### config.mk
export PLATFORM = sky130hd
export DESIGN_NAME = dmem_cache
export DESIGN_NICKNAME = d
export VERILOG_FILES = /design/src/rtl/dmem_cache_pkg.sv /design/src/rtl/dmem_cache_line_array.sv /design/src/rtl/dmem_cache.sv
export SDC_FILE = /design/constraint.sdc
export NUM_CORES = 1
export LEC_CHECK = 0
export ABC_AREA = 1
export BUFFER_PORTS_ARGS = -buffer_cell sky130_fd_sc_hd__buf_4
export CAP_MARGIN = 10
export CELL_PAD_IN_SITES_DETAIL_PLACEMENT = 1
export CELL_PAD_IN_SITES_GLOBAL_PLACEMENT = 2
export CORE_ASPECT_RATIO = 0.7
export CORE_MARGIN = 4
export CORE_UTILIZATION = 23
export DETAILED_ROUTE_END_ITERATION = 8
export GPL_ROUTABILITY_DRIVEN = 0
export PLACE_DENSITY_LB_ADDON = 0.1
export SYNTH_ARGS = -nofsm -noshare
export SYNTH_HDL_FRONTEND = slang
export SYNTH_SLANG_ARGS = --single-unit
### constraint.sdc
create_clock -name clk -period 2.9 [get_ports clk]
set_clock_uncertainty 0.1 [all_clocks]
set_input_delay 0.29 -clock clk [delete_from_list [all_inputs] [get_ports clk]]
set_output_delay 0.29 -clock clk [all_outputs]
set_load 0.01 [all_outputs]
### src/rtl/dmem_cache_pkg.sv
// rtl/dmem_cache_pkg.sv - shared sizes, address fields and FSM encoding for dmem_cache
package dmem_cache_pkg;
  localparam int WORD_SIZE   = 16;
  localparam int LINE_WORDS  = 4;
  localparam int NUM_LINES   = 4;
  localparam int LINE_BITS   = WORD_SIZE * LINE_WORDS;

  localparam int OFFSET_LSB  = 0;
  localparam int OFFSET_MSB  = 1;
  localparam int INDEX_LSB   = 2;
  localparam int INDEX_MSB   = 3;
  localparam int TAG_LSB     = 4;
  localparam int TAG_MSB     = 15;

  localparam int OFFSET_BITS = OFFSET_MSB - OFFSET_LSB + 1;
  localparam int INDEX_BITS  = INDEX_MSB - INDEX_LSB + 1;
  localparam int TAG_BITS    = TAG_MSB - TAG_LSB + 1;

  localparam logic [1:0] ST_IDLE      = 2'd0;
  localparam logic [1:0] ST_WRITEBACK = 2'd1;
  localparam logic [1:0] ST_ALLOCATE  = 2'd2;

  // Word 0 of a line sits in the least significant bits.
  function automatic logic [WORD_SIZE-1:0] line_word(input logic [LINE_BITS-1:0] line,
                                                     input logic [OFFSET_BITS-1:0] off);
    return line[off*WORD_SIZE +: WORD_SIZE];
  endfunction
endpackage

### src/rtl/dmem_cache_line_array.sv
// rtl/dmem_cache_line_array.sv - tag/valid/dirty/data storage with one combinational read port
module cache_line_array
  import dmem_cache_pkg::*;
(
  input  logic                   clk,
  input  logic                   reset,
  input  logic [INDEX_BITS-1:0]  i_rd_index,
  output logic                   o_rd_valid,
  output logic                   o_rd_dirty,
  output logic [TAG_BITS-1:0]    o_rd_tag,
  output logic [LINE_BITS-1:0]   o_rd_line,
  input  logic                   i_wr_en,
  input  logic                   i_wr_fill,
  input  logic [INDEX_BITS-1:0]  i_wr_index,
  input  logic [TAG_BITS-1:0]    i_wr_tag,
  input  logic [LINE_BITS-1:0]   i_wr_line,
  input  logic [OFFSET_BITS-1:0] i_wr_offset,
  input  logic [WORD_SIZE-1:0]   i_wr_word
);
  logic [NUM_LINES-1:0] r_valid;
  logic [NUM_LINES-1:0] r_dirty;
  logic [TAG_BITS-1:0]  r_tag  [NUM_LINES];
  logic [LINE_BITS-1:0] r_data [NUM_LINES];

  assign o_rd_valid = r_valid[i_rd_index];
  assign o_rd_dirty = r_dirty[i_rd_index];
  assign o_rd_tag   = r_tag[i_rd_index];
  assign o_rd_line  = r_data[i_rd_index];

  // Line state: a fill makes the line valid and clean, a word merge marks it dirty.
  always_ff @(posedge clk) begin
    if (reset) begin
      r_valid <= '0;
      r_dirty <= '0;
    end else if (i_wr_en) begin
      if (i_wr_fill) begin
        r_valid[i_wr_index] <= 1'b1;
        r_dirty[i_wr_index] <= 1'b0;
      end else begin
        r_dirty[i_wr_index] <= 1'b1;
      end
    end
  end

  // Tag and data need no reset: every use is qualified by the valid bit.
  always_ff @(posedge clk) begin
    if (!reset && i_wr_en) begin
      if (i_wr_fill) begin
        r_tag[i_wr_index]  <= i_wr_tag;
        r_data[i_wr_index] <= i_wr_line;
      end else begin
        r_data[i_wr_index][i_wr_offset*WORD_SIZE +: WORD_SIZE] <= i_wr_word;
      end
    end
  end
endmodule

### src/rtl/dmem_cache.sv
// rtl/dmem_cache.sv - direct-mapped write-back write-allocate data cache
module dmem_cache
  import dmem_cache_pkg::*;
(
  input  logic                 clk,
  input  logic                 reset,
  input  logic                 cpu_read,
  input  logic                 cpu_write,
  input  logic [WORD_SIZE-1:0] cpu_address,
  input  logic [WORD_SIZE-1:0] cpu_wdata,
  output logic [WORD_SIZE-1:0] cpu_rdata,
  output logic                 cpu_stall,
  output logic                 mem_read,
  output logic                 mem_write,
  output logic [WORD_SIZE-1:0] mem_address,
  output logic [LINE_BITS-1:0] mem_wdata,
  input  logic [LINE_BITS-1:0] mem_rdata,
  input  logic                 mem_ready,
  output logic [WORD_SIZE-1:0] hit_count,
  output logic [WORD_SIZE-1:0] miss_count
);
  logic [1:0]           r_state;
  logic                 r_retry;
  logic                 r_mem_read;
  logic                 r_mem_write;
  logic [WORD_SIZE-1:0] r_mem_address;
  logic [LINE_BITS-1:0] r_mem_wdata;
  logic [WORD_SIZE-1:0] r_rdata;
  logic [WORD_SIZE-1:0] r_hit_count;
  logic [WORD_SIZE-1:0] r_miss_count;

  logic [INDEX_BITS-1:0]  w_index;
  logic [OFFSET_BITS-1:0] w_offset;
  logic [TAG_BITS-1:0]    w_tag;
  logic                   w_req;
  logic                   w_hit;
  logic                   w_miss;
  logic                   w_rd_hit;
  logic                   w_merge;
  logic                   w_fill;
  logic                   w_line_valid;
  logic                   w_line_dirty;
  logic [TAG_BITS-1:0]    w_line_tag;
  logic [LINE_BITS-1:0]   w_line_data;
  logic [WORD_SIZE-1:0]   w_word;

  assign w_index  = cpu_address[INDEX_MSB:INDEX_LSB];
  assign w_offset = cpu_address[OFFSET_MSB:OFFSET_LSB];
  assign w_tag    = cpu_address[TAG_MSB:TAG_LSB];
  assign w_req    = cpu_read | cpu_write;

  // Lookup is only meaningful in IDLE; elsewhere the held request keeps stalling.
  assign w_hit    = (r_state == ST_IDLE) && w_line_valid && (w_line_tag == w_tag);
  assign w_miss   = w_req && (r_state == ST_IDLE) && !w_hit;
  assign w_rd_hit = cpu_read && w_hit;
  assign w_merge  = cpu_write && w_hit;
  assign w_fill   = (r_state == ST_ALLOCATE) && mem_ready;
  assign w_word   = line_word(w_line_data, w_offset);

  assign cpu_stall   = w_req && !w_hit;
  assign cpu_rdata   = w_rd_hit ? w_word : r_rdata;
  assign mem_read    = r_mem_read;
  assign mem_write   = r_mem_write;
  assign mem_address = r_mem_address;
  assign mem_wdata   = r_mem_wdata;
  assign hit_count   = r_hit_count;
  assign miss_count  = r_miss_count;

  cache_line_array u_lines (
    .clk         (clk),
    .reset       (reset),
    .i_rd_index  (w_index),
    .o_rd_valid  (w_line_valid),
    .o_rd_dirty  (w_line_dirty),
    .o_rd_tag    (w_line_tag),
    .o_rd_line   (w_line_data),
    .i_wr_en     (w_fill | w_merge),
    .i_wr_fill   (w_fill),
    .i_wr_index  (w_index),
    .i_wr_tag    (w_tag),
    .i_wr_line   (mem_rdata),
    .i_wr_offset (w_offset),
    .i_wr_word   (cpu_wdata)
  );

  // Miss handling: optional victim write-back, then line refill, with registered memory requests.
  always_ff @(posedge clk) begin
    if (reset) begin
      r_state       <= ST_IDLE;
      r_mem_read    <= 1'b0;
      r_mem_write   <= 1'b0;
      r_mem_address <= '0;
      r_mem_wdata   <= '0;
    end else begin
      case (r_state)
        ST_IDLE: begin
          if (w_miss) begin
            if (w_line_valid && w_line_dirty) begin
              r_state       <= ST_WRITEBACK;
              r_mem_write   <= 1'b1;
              r_mem_address <= {w_line_tag, w_index, 2'b00};
              r_mem_wdata   <= w_line_data;
            end else begin
              r_state       <= ST_ALLOCATE;
              r_mem_read    <= 1'b1;
              r_mem_address <= {w_tag, w_index, 2'b00};
            end
          end
        end
        ST_WRITEBACK: begin
          if (mem_ready) begin
            r_state       <= ST_ALLOCATE;
            r_mem_write   <= 1'b0;
            r_mem_read    <= 1'b1;
            r_mem_address <= {w_tag, w_index, 2'b00};
          end
        end
        ST_ALLOCATE: begin
          if (mem_ready) begin
            r_state    <= ST_IDLE;
            r_mem_read <= 1'b0;
          end
        end
        default: begin
          r_state     <= ST_IDLE;
          r_mem_read  <= 1'b0;
          r_mem_write <= 1'b0;
        end
      endcase
    end
  end

  // Counters: the hit that completes a refilled access consumes the retry flag instead of counting.
  always_ff @(posedge clk) begin
    if (reset) begin
      r_retry      <= 1'b0;
      r_hit_count  <= '0;
      r_miss_count <= '0;
    end else if (w_miss) begin
      r_retry      <= 1'b1;
      r_miss_count <= r_miss_count + 1'b1;
    end else if (w_req && w_hit) begin
      if (r_retry) begin
        r_retry <= 1'b0;
      end else begin
        r_hit_count <= r_hit_count + 1'b1;
      end
    end
  end

  // Last load data is held so cpu_rdata stays stable between loads.
  always_ff @(posedge clk) begin
    if (reset) begin
      r_rdata <= '0;
    end else if (w_rd_hit) begin
      r_rdata <= w_word;
    end
  end
endmodule

# Word-level counts from Yosys, hierarchy flattened

Memory sizes are Yosys's and may differ from the RTL's.
Cells that the tools add are included.
Widths: inputs -> output; s select.

Register bits after elaboration: 141
RAM bits: 304
Output and inout port bits: 131
Word-level logic and storage cells: 223
Memories kept: 2

Add/sub/neg operators: 3
Magnitude comparators: 2
Equal/unequal tests: 8
Shifts and indexed selects: 3
Muxes and demuxes: 97
Bitwise gates (word level): 73
Reductions and logical operators: 24

Memories:

| name           | words | width | rd ports | clocked after Yosys merged registers in | write ports | RTL line                    | text |
|---|---|---|---|---|---|---|---|
| u_lines.r_data | 4     | 64    | 1        | 0                                       | 1           | dmem_cache_line_array.sv:23 | `logic [LINE_BITS-1:0] r_data [NUM_LINES];` |
| u_lines.r_tag  | 4     | 12    | 1        | 0                                       | 1           | dmem_cache_line_array.sv:22 | `logic [TAG_BITS-1:0] r_tag [NUM_LINES];` |

Operators by type and width:

| operator                 | number |
|---|---|
| $mux 1                   | 80 |
| $or 1x1->1               | 66 |
| $mux 16                  | 4 |
| $mux 64                  | 1 |
| $shift 16x34->64 const A | 1 |
| $shiftx 16x34->64        | 1 |
| $shiftx 64x7->16         | 1 |
| $neg 6->34               | 1 |
| $add 16x1->16 const B    | 2 |
| $pmux 16 s2              | 1 |
| $eq 12x12->1             | 1 |
| $logic_and 1x1->1        | 12 |
| $reduce_and 3->1         | 4 |
| $mux 2                   | 4 |
| $ne 2x2->1 const B       | 4 |
| $or 4x4->4               | 2 |
| $reduce_and 4->1         | 2 |
| $pmux 1 s3               | 2 |
| $pmux 2 s3               | 1 |
| $and 4x4->4              | 1 |
| $bmux 1 s2               | 2 |
| $mux 4                   | 1 |
| $not 4->4                | 1 |
| $reduce_bool 2->1        | 2 |
| 10 further kinds         | 13 |

# Longest topological paths before layout

Word-level depth: 10
Depth in mapped cells: 20

# Cells and area by module

Synthesis repeated with hierarchy kept, for this count alone.

Cell total of the unflattened synthesis: 2110
Area total of the unflattened synthesis: 19442.4 µm²

Modules (own cells, without submodules):

| module           | instances | cells an instance | area an instance (µm²) | sequential area each (µm²) |
|---|---|---|---|---|
| cache_line_array | 1         | 1198              | 13217.7                | 9288.9 |
| dmem_cache       | 1         | 912               | 6224.7                 | 2622.5 |

# Least setup slack after synthesis

Ideal clock, no wire load.

Path type: input to register
Start: input cpu_address[3]
End: memory u_lines.r_data[0][0] (netlist name), enable pin
Library setup time: 0.388 ns
Data arrival time: 2.445 ns
Data required time: 2.412 ns
Setup slack: -0.034 ns
Cell stages on the path: 14
Path buffers: 3
Cells stage by stage: buf_2 > inv_1 > buf_4 > nand2_1 > nand2_1 > nand2_1 > nand2_1 > nand3_1 > nor2_2 > nand2_2 > nor2_2 > buf_4 > a31oi_1 > nor2_1

Word-level cells in the longest chain between the ends: 10

Ends and longest elaborated chain:

| element                                                               | RTL line                    | text |
|---|---|---|
| start: declaration                                                    | dmem_cache.sv:9             | `input logic [WORD_SIZE-1:0] cpu_address,` |
| parallel branches: the longest is 10 deep, another holds $mem_v2 4x12 | n/a                         |  |
| end: declaration                                                      | dmem_cache_line_array.sv:23 |  |

Parallel ways; which one is timed is not known. The select of a mux whose other input is x is not followed.

# Worst setup path after layout

Start: memory u_lines.r_tag[0][9] (netlist name)
End: output cpu_rdata[10]

Word-level cells in the longest chain between the ends: 5

Ends and longest elaborated chain:

| element            | RTL line                    | text |
|---|---|---|
| start: declaration | dmem_cache_line_array.sv:22 |  |
| $mem_v2 4x12       | n/a                         |  |
| $eq 12x12->1       | dmem_cache.sv:53            | `assign w_hit = (r_state == ST_IDLE) && w_line_valid && (w_line_tag == w_tag);` |
| $logic_and 1x1->1  | dmem_cache.sv:53            |  |
| $logic_and 1x1->1  | dmem_cache.sv:55            | `assign w_rd_hit = cpu_read && w_hit;` |
| $mux 16            | n/a                         |  |
| end: declaration   | dmem_cache.sv:11            | `output logic [WORD_SIZE-1:0] cpu_rdata,` |

No other way between the ends.

==> results.md <==
- The final worst slack is -0.161 ns.
- The core region is 80700 um2.
- The most used flip-flop cell after synthesis is edfxtp_1.
- The max-slew headroom at the worst pin is 0.232.
- The power density over the cells is about 570 nW/um2.
- The critical path capture point type is an output port.
- Sorting the synthesized cells by area gives the leading types as edfxtp_1 49%, dfxtp_1 15%, nand2_1 10%.
- The number of max-capacitance violations reported is 0.
- The number of library cell types mapped by synthesis is 31.
- The worst-path maximum fanout is 8.
- For this run, the register share of the synthesized area comes to 0.636.
- The routed via count divided by cell count is approximately 4.5.
- For this run, the detailed router's first-pass iteration total came to 6.
- The required time of the critical path is 2.51 ns.
- The later pin in the worst-skew pair is clocked with a latency of roughly 0.61 ns.
- Row generation in the floorplan step produced 87 rows.
- The total overflow reported by the global router is 0.
- For this run, the top clock speed supported by timing is 327 MHz.
- The minimum setup slack among reg-to-reg paths is about 0.1 ns.
- Buffers inserted during clock tree synthesis total 50.
- The final reports fail on setup timing.
- The flip-flop and latch count after synthesis is 443.
- IR analysis of the VDD net gives a maximum drop of around 0.37 mV.
- The number of endpoints with negative hold slack in the final report is 0.
- The final worst-path cycle share is 1.06.
- Setup violations remaining at the end of the flow were counted as 16.
- By instance count, the leading cell after synthesis is nand2_1.
- The share of synthesized area in the top cell type comes to 0.487.
- In this run the deepest clock path goes through 3 buffers.
- The number of I/O port buffers is between 200 and 250.
- Clock-pin slew was measured on the worst setup and hold paths at 0.06 ns.
- Yosys mapped a number of flops with a built-in enable equal to 304.
- The beginning of the worst hold path is mem_rdata[51].
- The clock tree synthesis step divided the H-tree into 2 levels.
- The area of the die is 86200 um2.
- The final-layout setup total negative slack is -2.06 ns.
- The worst hold path belongs to the class in2reg.
- The number of stages on the worst hold path is 3.
- The flow ran to the end, but the final reports show violations.
- In the synthesized netlist, the cells that appear most often are 502 x nand2_1, 304 x edfxtp_1, 220 x nand3_1.
- The number of synthesis warnings is 0.
- The tree is rooted in a clkbuf_16.
- STA classifies the critical path startpoint as a flop.
- The launching element of the worst setup path is u_lines.r_tag[0][9]$_DFFE_PP_.
- The count of filler cells inserted in the layout is a little over 9000.
- Of the cells placed in the final design, the portion with a size suffix greater than 1 is 0.265.
- Once detailed placement completed, the half-perimeter wirelength came to ~57 mm.
- The via count of the first global-routing pass was 16200.
- The number of cells on the worst reg-to-reg path is 19.
- The worst-case hold path end point is u_lines.r_data[2][51]$_DFFE_PP_.
- The post-placement cell count is 3338.
- The remaining antenna violation count after routing is 0.
- The netlist area before placement is approximately 19000 um2.
- The minimum clock period after layout is slightly above 3 ns.
- The DRC violation total after the first TritonRoute iteration is between 800 and 900.
- In the final layout, flip-flops and latches occupy 11900 um2.
- Pin placement for this block handled ~230 I/O pins.
- OpenSTA, run right after detailed placement, puts the worst setup slack at -0.226 ns.
- The analysis attributes to cell leakage a power of slightly above 0.01 uW.
- The number of antenna repair diodes is 0.
- The number of cells produced by synthesis is 1931.
- The number of antenna violations at the first check in global routing is 0.
- After the last flow step, the layout net total stands at around 2500.
- Setup repair after global routing could not meet its margin everywhere.
- The maximum number of pins on one net before global-route repair is 96.
- From left edge to right edge, the die measures 349 um.
- TritonCTS built the clock tree.
- The routed wire length is roughly 79 mm.
- Relative to the synthesized area, the layout overhead comes to 39.7%.
- For this configuration, the core starts out at a cell density of 0.232.
- The final number of max-transition violations was 0.
- In the final routed layout, each cell accounts on average for 22.5 um.
- At the pin with the least slew margin, the transition time is between 1 and 1.5 ns.
- The sink count of the clock tree is 443.
- edfxtp_1 takes more of the synthesized area than any other cell.
- Summing over every cut layer, the via total after detailed routing is 15900.
- For this run, the total global-route usage over all layers was measured as 0.178.
- The critical path is of the reg2out type.
- After detailed routing, the number of remaining DRC violations is 0.
- For the worst setup path, the data arrival time is 2.67 ns.
- The filler-free cell count of the finished design is 3493.
- The mean area per synthesized cell is 9.70 um2.
- In the final layout, the multi-input gates occupy 6300 um2.
- The worst register-to-register path ends at u_lines.r_data[1][61]$_DFFE_PP_.
- The startpoint of the most critical register-to-register path is u_lines.r_tag[3][11]$_DFFE_PP_.
- The die is 247 um tall.
- In the synthesized netlist the async set-or-reset flop fraction comes to 0.
- The first global-routing pass estimated approximately 110 mm of wire.
-- repair_timing --
action                                 in CTS  in global routing
setup endpoints to repair                  16                323
gates resized for setup                    79                 48
pin swaps                                   5                 26
buffers inserted                            6                 13
endpoints found under the hold margin     150                 20
cloned                                      1                  1
hold buffers                               39                  5
-- cell type report --
class,instances,area share
clock buffers,70,0.0538
clock inverters,21,0.00874
inverters,94,0.0135
multi-input cells,1282,0.241
flip-flops and latches,443,0.455
well taps,1068,0.0510
repair buffers,515,0.177
-- worst max path at each step --
| stage | end | slack, ns | cells past startpoint |
|---|---|---|---|
| finish | cpu_rdata[10] | -0.16 | 17 |
| floorplan | u_lines.r_data[0][0]$_DFFE_PP_ | -0.03 | 14 |
| global route | cpu_rdata[0] | -0.33 | 17 |
| CTS | cpu_rdata[6] | -0.26 | 17 |
| global placement | u_lines.r_data[1][40]$_DFFE_PP_ | -0.28 | 19 |
| detailed placement | u_lines.r_data[1][40]$_DFFE_PP_ | -0.23 | 19 |
-- placed cells by master, fill, tap and decap left out, types with 6 or more instances in the layout --
| cell | n |
|---|---|
| dlygate4sd3_1 | 44 |
| buf_6 | 17 |
| nand4_1 | 14 |
| edfxtp_1 | 304 |
| clkbuf_16 | 52 |
| buf_12 | 46 |
| a22oi_1 | 64 |
| buf_4 | 406 |
| clkinv_1 | 6 |
| nor2_1 | 139 |
| nor2_4 | 8 |
| nand3_1 | 205 |
| a21oi_1 | 93 |
| clkinv_2 | 9 |
| nand2_2 | 18 |
| o21ai_1 | 70 |
| dfxtp_1 | 135 |
| nand2_1 | 485 |
| inv_1 | 70 |
| ha_1 | 7 |
| o21ai_0 | 66 |
| clkbuf_1 | 13 |
| o21bai_1 | 32 |
| clkbuf_8 | 6 |
| o21ai_2 | 19 |
| nor3_1 | 14 |
| inv_2 | 22 |
| nand3_2 | 14 |
-- state kept, by name, summed over array words and instances (netlist names), named ones only --
name and count:
mem_wdata 64, miss_count 16, mem_write 1, u_lines.r_tag 48
u_lines.r_data 256, r_rdata 16, mem_read 1, r_retry 1
mem_address 14, r_state 2, u_lines.r_valid 4, hit_count 16
-- worst max-delay path, stage by stage (launching register included) --
cell and delay (ns):
edfxtp_1 0.39, nand2_1 0.07, nand2_1 0.05, nand2_1 0.07, nand2_1 0.08, nand2_2 0.09
buf_6 0.10, nand2_2 0.04, nor2_2 0.10, nand3b_1 0.08, nor2_1 0.11, nand2_1 0.09
nor2_4 0.20, clkbuf_16 0.21, nand3_2 0.07, o21ai_2 0.11, inv_2 0.09, buf_6 0.12
-- kinds of logic (layout without fill, tap and decap cells) --
kind of cell               count (synthesis)  count (layout)  share of synthesized area
buffers and inverters                    207             700                     0.0457
xor gates and xnor gates                   6               6                    0.00280
other                                      1               2                   0.000200
AOI/OAI and AO/OA                        355             355                      0.108
DFF                                      443             443                      0.636
adders and majority gates                  7               7                    0.00467
and+or+nand+nor                          912             912                      0.203
-- per-stage QoR --
step            util  instance area, um2  hold WS, ns  total power (uW)
4_1_cts        0.320               25800     0.000689             15000
3_3_place_gp   0.292               23500        0.345              8460
5_1_grt        0.325               26200       0.0222             15400
6_report       0.325               26200       0.0348             14800
3_5_place_dp   0.292               23500        0.352              8480
2_1_floorplan      -               18700        0.289              7600
-- layer usage --
layer,GRT usage,share of wire,vias up,routed length [um]
met2,0.288,0.46,266,36100
met5,0,0,-,0
met3,0.0290,0.040,62,3130
li1,-,-,7592,-
met1,0.253,0.48,7950,38100
met4,0.0351,0.016,0,1250
-- where the power goes --
group / internal [uW] / switching [uW]
Sequential: 6830 / 40.6
Combinational: 596 / 943
Clock: 3740 / 2650
Total: 11200 / 3640
Note: power is estimated with default switching activity, not from simulation.
